### config.mk
export PLATFORM = sky130hd
export DESIGN_NAME = vga_field_overlay_flat
export DESIGN_NICKNAME = d
export VERILOG_FILES = /design/src/rtl/vga_field_overlay_if.sv /design/src/rtl/vga_field_overlay.sv /design/src/flat_wrapper.sv
export SDC_FILE = /design/constraint.sdc
export NUM_CORES = 1
export LEC_CHECK = 0
export ABC_AREA = 1
export BUFFER_PORTS_ARGS = -buffer_cell sky130_fd_sc_hd__clkbuf_2
export CORE_MARGIN = 2
export CORE_UTILIZATION = 45
export DETAILED_ROUTE_END_ITERATION = 16
export GPL_ROUTABILITY_DRIVEN = 0
export GPL_TIMING_DRIVEN = 0
export PLACE_DENSITY = 0.83
export SLEW_MARGIN = 40
export SYNTH_ARGS = -nofsm -noshare
export SYNTH_HDL_FRONTEND = slang
export SYNTH_SLANG_ARGS = --single-unit
### constraint.sdc
create_clock -name clk_i -period 2.3 [get_ports clk_i]
set_input_delay 0.23 -clock clk_i [delete_from_list [all_inputs] [get_ports clk_i]]
set_output_delay 0.23 -clock clk_i [all_outputs]
set_load 0.01 [all_outputs]
### src/rtl/vga_field_overlay_if.sv
// vga_field_overlay_if: pixel stream in, font ROM port, overlay pixel out
//  pix_x/pix_y/pix_valid : current pixel from the sync counter
//  rom_addr/rom_data     : synchronous font ROM, data one clock after address
//  text_on/text_rgb      : overlay pixel towards the RGB mux
interface vga_field_overlay_if;
  logic [9:0]  pix_x;
  logic [9:0]  pix_y;
  logic        pix_valid;
  logic [10:0] rom_addr;
  logic [7:0]  rom_data;
  logic        text_on;
  logic [2:0]  text_rgb;
  modport master (output pix_x, pix_y, pix_valid, rom_data, input rom_addr, text_on, text_rgb);
  modport slave  (input pix_x, pix_y, pix_valid, rom_data, output rom_addr, text_on, text_rgb);
endinterface

### src/rtl/vga_field_overlay.sv
// vga_field_overlay: BCD field text overlay with ':' separators, blinking cursor and latched alarm cell
//  clk_i, rst_i           : pixel clock, synchronous active-high reset
//  pix                    : pixel stream, font ROM port and overlay output (vga_field_overlay_if)
//  digits_i               : NUM_FIELDS x {tens,units} BCD
//  cursor_en, cursor_sel  : cursor enable and field under edit
//  alarm_i, alarm_ack     : alarm request level and latch clear pulse
module vga_field_overlay #(
  parameter int NUM_FIELDS     = 9,
  parameter int FIELDS_PER_ROW = 3,
  parameter int ROW_BASE       = 1,
  parameter int COL_BASE       = 2,
  parameter int ALARM_ROW      = 4,
  parameter int ALARM_COL      = 8,
  parameter int BLINK_DIV      = 50_000_000
) (
  input  logic                    clk_i,
  input  logic                    rst_i,
  vga_field_overlay_if.slave      pix,
  input  logic [8*NUM_FIELDS-1:0] digits_i,
  input  logic                    cursor_en,
  input  logic [3:0]              cursor_sel,
  input  logic                    alarm_i,
  input  logic                    alarm_ack
);
  typedef enum logic [1:0] {K_NONE, K_DIGIT, K_COLON, K_ALARM} kind_t;
  localparam int CW = $clog2(BLINK_DIV);
  logic [4:0] col;
  logic [3:0] row;
  kind_t kind_d, kind1, kind2;
  logic [3:0] fld_d, dig_d;
  logic [6:0] char_d;
  logic cur_d, cur1, cur2;
  logic [2:0] bit1, bit2;
  logic [CW-1:0] cnt;
  logic blink, alarm_q, alarm_lat;
  logic on_n, font_bit;
  logic [2:0] rgb_n;
  logic unused_bits;
  assign col = pix.pix_x[9:5];
  assign row = pix.pix_y[9:6];
  assign unused_bits = ^{pix.pix_x[1:0], pix.pix_y[1:0]};
  // Field cells are decoded after the alarm cell so they win on overlap.
  always_comb begin
    kind_d = (int'(row) == ALARM_ROW && int'(col) == ALARM_COL) ? K_ALARM : K_NONE;
    fld_d = '0;
    dig_d = '0;
    for (int i = 0; i < NUM_FIELDS; i++)
      if (int'(row) == ROW_BASE + i / FIELDS_PER_ROW) begin
        if (int'(col) == COL_BASE + 3 * (i % FIELDS_PER_ROW)) begin
          kind_d = K_DIGIT;
          fld_d = 4'(i);
          dig_d = digits_i[8*i+4 +: 4];
        end
        if (int'(col) == COL_BASE + 3 * (i % FIELDS_PER_ROW) + 1) begin
          kind_d = K_DIGIT;
          fld_d = 4'(i);
          dig_d = digits_i[8*i +: 4];
        end
        if (int'(col) == COL_BASE + 3 * (i % FIELDS_PER_ROW) + 2 &&
            i % FIELDS_PER_ROW != FIELDS_PER_ROW - 1 && i != NUM_FIELDS - 1)
          kind_d = K_COLON;
      end
    if (!pix.pix_valid) kind_d = K_NONE;
    char_d = kind_d == K_COLON ? 7'h3A : dig_d > 4'd9 ? 7'h3F : {3'b011, dig_d};
    cur_d = cursor_en && kind_d == K_DIGIT && fld_d == cursor_sel;
  end
  // Glyph bit 0 is the leftmost pixel, which the ROM puts in bit 7.
  assign font_bit = pix.rom_data[3'd7 - bit2];
  always_comb begin
    on_n = kind2 != K_NONE;
    rgb_n = kind2 == K_ALARM ? (alarm_lat ? (blink ? 3'b010 : 3'b100) : 3'b110) :
            kind2 == K_NONE  ? 3'b000 :
            font_bit         ? 3'b100 :
            (cur2 && blink)  ? 3'b101 : 3'b000;
  end
  always_ff @(posedge clk_i)
    if (rst_i) begin
      pix.rom_addr <= '0;
      pix.text_on <= 1'b0;
      pix.text_rgb <= '0;
      kind1 <= K_NONE;
      kind2 <= K_NONE;
      cur1 <= 1'b0;
      cur2 <= 1'b0;
      bit1 <= '0;
      bit2 <= '0;
      cnt <= '0;
      blink <= 1'b0;
      alarm_q <= 1'b0;
      alarm_lat <= 1'b0;
    end else begin
      if (kind_d == K_DIGIT || kind_d == K_COLON) pix.rom_addr <= {char_d, pix.pix_y[5:2]};
      kind1 <= kind_d;
      cur1 <= cur_d;
      bit1 <= pix.pix_x[4:2];
      kind2 <= kind1;
      cur2 <= cur1;
      bit2 <= bit1;
      pix.text_on <= on_n;
      pix.text_rgb <= rgb_n;
      cnt <= cnt == CW'(BLINK_DIV - 1) ? '0 : cnt + 1'b1;
      if (cnt == CW'(BLINK_DIV - 1)) blink <= ~blink;
      alarm_q <= alarm_i;
      // A new rising edge beats a simultaneous acknowledge.
      alarm_lat <= (alarm_i && !alarm_q) || (alarm_lat && !alarm_ack);
    end
endmodule

### src/flat_wrapper.sv
// flat-port wrapper written by rule: the top's interface ports become plain ports
module vga_field_overlay_flat 
#(
  parameter int NUM_FIELDS     = 9,
  parameter int FIELDS_PER_ROW = 3,
  parameter int ROW_BASE       = 1,
  parameter int COL_BASE       = 2,
  parameter int ALARM_ROW      = 4,
  parameter int ALARM_COL      = 8,
  parameter int BLINK_DIV      = 50_000_000
)
  (clk_i, rst_i, digits_i, cursor_en, cursor_sel, alarm_i, alarm_ack, pix_pix_x, pix_pix_y, pix_pix_valid, pix_rom_data, pix_rom_addr, pix_text_on, pix_text_rgb);
  vga_field_overlay_if pix_i ();
  input  logic clk_i;
  input  logic rst_i;
  input  logic [8*NUM_FIELDS-1:0] digits_i;
  input  logic cursor_en;
  input  logic [3:0] cursor_sel;
  input  logic alarm_i;
  input  logic alarm_ack;
  input wire logic [$bits(pix_i.pix_x)-1:0] pix_pix_x;
  input wire logic [$bits(pix_i.pix_y)-1:0] pix_pix_y;
  input wire logic [$bits(pix_i.pix_valid)-1:0] pix_pix_valid;
  input wire logic [$bits(pix_i.rom_data)-1:0] pix_rom_data;
  output wire logic [$bits(pix_i.rom_addr)-1:0] pix_rom_addr;
  output wire logic [$bits(pix_i.text_on)-1:0] pix_text_on;
  output wire logic [$bits(pix_i.text_rgb)-1:0] pix_text_rgb;
  assign pix_i.pix_x = pix_pix_x;
  assign pix_i.pix_y = pix_pix_y;
  assign pix_i.pix_valid = pix_pix_valid;
  assign pix_i.rom_data = pix_rom_data;
  assign pix_rom_addr = pix_i.rom_addr;
  assign pix_text_on = pix_i.text_on;
  assign pix_text_rgb = pix_i.text_rgb;
  vga_field_overlay #(.NUM_FIELDS(NUM_FIELDS), .FIELDS_PER_ROW(FIELDS_PER_ROW), .ROW_BASE(ROW_BASE), .COL_BASE(COL_BASE), .ALARM_ROW(ALARM_ROW), .ALARM_COL(ALARM_COL), .BLINK_DIV(BLINK_DIV)) u_core (.clk_i(clk_i), .rst_i(rst_i), .pix(pix_i), .digits_i(digits_i), .cursor_en(cursor_en), .cursor_sel(cursor_sel), .alarm_i(alarm_i), .alarm_ack(alarm_ack));
endmodule
==> metrics.md <==
| Metric | Value |
|---|---|
| Status | `finished clean` |
| P_int | `about 1300 µW` |
| Post-synthesis register bit count | `54` |
| Ys flop type | `dfxtp_1` |
| Routed wire length | `9.286 mm` |
| Starting DRT DRC Count | `145` |
| Post-synth EDFFs | `0` |
| Count of standard-cell rows | `31` |
| Crit-path max FO | `3` |
| Critical path type | `flip-flop to flip-flop` |
| Area grow syn2layout | `29.94%` |
| Die area | `8243 µm²` |
| Post-DP Area | `4110 µm²` |
| Post-DRT Antenna Nets | `0` |
| Worst-path clk slew | `0.10 ns` |
| Clock sink total | `54` |
| Pwr dens | `401.1 nW/µm²` |
| Area leader, netlist | `dfxtp_1` |
| Sequential group share of total power | `54.3%` |
| Top-area cell type share of the netlist area | `between 30% and 40%` |
| Worst Setup Start Kind | `flip-flop` |
| CP peak stage delay | `0.36 ns` |
| Worst EP required | `2.51 ns` |
| Finished Cell Area | `4404 µm²` |
| CP Cell Sequence | `ha_2 > nand2_2 > nor2_4 > inv_2 > nor2_4 > nand2_2 > nor3_4 > inv_2 > nor3_4 > nand3_2 > nand3b_4 > nor2_4 > nand2_1 > nor2_1 > nor3b_2` |
| Pin count of the biggest net entering global routing | `20` |
| Share of total power in the clock network | `31.2%` |
| WP buf/inv | `2` |
| Area of the core | `7292 µm²` |
| Syn avg cell area | `around 6.8 µm²` |
| Power Total | `1767 µW` |
| Slowest cell on the critical path | `dfxtp_2` |
| Fin. Hold Viols | `0` |
| Highest clock rate | `between 400 and 500 MHz` |
| Initial Util | `46.48%` |
| Sequential fraction of the synthesis area | `31.89%` |
| Nets | `749` |
| CTS Root Buffer Type | `clkbuf_8` |
| Total GRT Usage | `21.82%` |
| First-pass DRT Iterations | `5` |
| Cell variety after synth | `49` |
| Final setup fails | `0` |
| Max_slew headroom | `approximately 63%` |
| WP data arrival | `between 2 and 2.5 ns` |
| Residual DRC count | `0` |
| Chip Height | `between 90 and 100 µm` |
| Clock Path Buffers | `2` |
| Antenna violations before repair | `0` |
| Clock Skew | `0.01043 ns` |
| RSZ-0062 raised after global routing | `true` |
| Layout cells sized above 1 | `33.44%` |
| Hold WC Path Type | `input pin to flip-flop` |
| Commonest cells after routing, fill and taps aside | `121 x clkbuf_2, 101 x nand2_1, 70 x inv_1, 70 x nor2_1, 52 x dfxtp_1` |
| Die width | `90.79 µm` |
| CP dominant cell by count | `nor2_4` |
| Worst Tran Pin Value | `0.5497 ns` |
| Num CTS Buffers | `5` |
| Finished Core Util | `about three fifths` |
| Top cells by area, synth | `dfxtp_1 32%, nand2_1 12%, nor2_1 8.3%` |
| Net Sw Power | `470.5 µW` |
| Vias in the first global route | `about 3600` |
| IO Pins | `around 130` |
| Critical path's top delay family | `simple AND/OR/NAND/NOR gates` |
| Via count | `between 3000 and 4000` |
| Filler cell count | `674` |
| Detailed Place HPWL | `approximately 7.5 mm` |
| I/O Buffers | `119` |
| CTS tree | `done` |
| Logic gate share of total power | `14.5%` |
| H-tree depth | `2` |
| Net count of the mapped netlist | `615` |
| Post-Syn Area | `3390 µm²` |
| Max VDD drop | `0.0002231 V` |
| Ant diodes | `0` |
| Worst setup EP type | `flip-flop` |
| Max Cap Violations | `0` |
| Cells after Synth | `502` |
| First-pass GRT wire length | `~15 mm` |
| Cell Count, Final, Fillers Out | `736` |
| Final worst path period share | `97.97%` |
| Commonest non-fill, non-tap cell in the layout | `clkbuf_2` |
| Fin crit period | `2.253 ns` |
| Async SR Flop Fraction | `0%` |
| Wire per inst | `roughly 13 µm` |
| Final Slew Violations | `0` |
| Yosys warning count | `0` |
| Sw Ratio | `26.63%` |
| Total grt overflow | `0` |
| Placed Cells | `720` |
| Clk_lat worst skew | `0.31 ns` |
| Routed vias/inst | `5.158` |
| Pleak | `0.002241 µW` |
==> cells in the mapped netlist (2+ instances only) <==
master,number
buf_2,2
o32ai_1,3
inv_1,71
nor3_1,10
nand3_1,28
inv_2,10
buf_4,3
or2_0,2
a221oi_1,5
nor2_1,75
or2_2,2
nor2_2,10
dfxtp_1,54
nand3_2,4
clkbuf_1,6
o21a_1,6
a21oi_1,15
a211oi_1,2
o21ai_1,2
a22o_1,3
xor2_1,6
o2111ai_1,3
ha_1,3
nand3b_4,2
o211ai_1,3
nand2_1,105
nor2_4,5
nand2_2,3
o21ai_0,15
o221a_2,6
nor4_1,4
nor3b_1,8
nor3_2,3
nand4_1,8
==> worst paths after layout <==
| kind | start | to | slack, ns | depth (start not counted) |
|---|---|---|---|---|
| max | u_core.cnt[0] | u_core.cnt[22] | 0.05 | 15 |
| min | pix_pix_x[3] | u_core.bit1[1] | 0.1 | 3 |
| max reg2reg | u_core.cnt[0] | u_core.cnt[22] | 0.05 | 15 |
| min reg2reg | u_core.kind1[1] | u_core.kind2[1] | 0.41 | 2 |
==> routing by layer <==
layer  routed length [µm]  share of wire [%]  track usage, %
met1                 3643                 39           24.52
met2                 4527                 49           38.62
met5                    0                  0               0
met3                  634                6.8           3.422
met4                  481                5.2           13.26
==> worst min-delay path: cells and delay by family <==
family | cells | cell delay, ns
buffers and inverters | 2 | 0.12
and+or+nand+nor | 1 | 0.03
==> cell type report <==
type	count	area, µm²	area share (%)
multi-input cells	356	2074	47.10
flip-flops and latches	54	1084	24.60
repair buffers	127	655.6	14.89
inverters	81	306.5	6.960
well taps	99	123.9	2.813
clock buffers	5	68.82	1.563
plain buffers	11	65.06	1.477
clock inverters	3	26.28	0.5966
==> cells by family (layout without fill, tap and decap cells) <==
group           Yosys count  count (layout)  share of synthesized area (%)
compound gates           67              67                          13.73
flops                    54              54                          31.89
mux                       1               1                         0.3322
other cells               1               1                         0.1106
buf+inv                  92             227                          10.59
xor+xnor                  7               7                          1.809
fa+ha+maj                 3               3                          1.108
simple gates            277             277                          40.42
==> power groups by stage <==
stage | Clock (µW) | Combinational [µW] | Sequential [µW]
after floorplan | 0 | 112 | 980
after global placement | 0 | 237 | 979
after detailed placement | 0 | 244 | 980
after CTS | 563 | 248 | 959
after global routing | 598 | 284 | 962
final | 552 | 256 | 959
==> through the flow <==
stage	setup WS, ns	TNS (ns)	hold slack, ns
2_1_floorplan	0.02061	0	0.3370
3_3_place_gp	-0.6101	-4.397	0.3908
3_5_place_dp	-0.7309	-5.694	0.3952
4_1_cts	0.01026	0	0.09908
5_1_grt	-0.1044	-0.3862	0.09818
6_report	0.04659	0	0.09813
==> registers in the layout (all words and copies together) (netlist names) <==
signal               cells
u_core.alarm_lat         1
u_core.alarm_q           1
u_core.bit1              3
u_core.bit2              3
u_core.blink             1
u_core.cnt              26
u_core.cur1              1
u_core.cur2              1
u_core.kind1             2
u_core.kind2             2
u_core.pix.rom_addr      9
u_core.pix.text_on       1
u_core.pix.text_rgb      3
==> repair_timing <==
item / 4_1_cts / 5_1_grt
setup buffers: 0 / 8
gates resized for setup: 8 / 30
setup endpoints to repair: 12 / 33
pin swaps: 0 / 11
hold buffers: 0 / 0
Note: power is estimated with default switching activity, not from simulation.
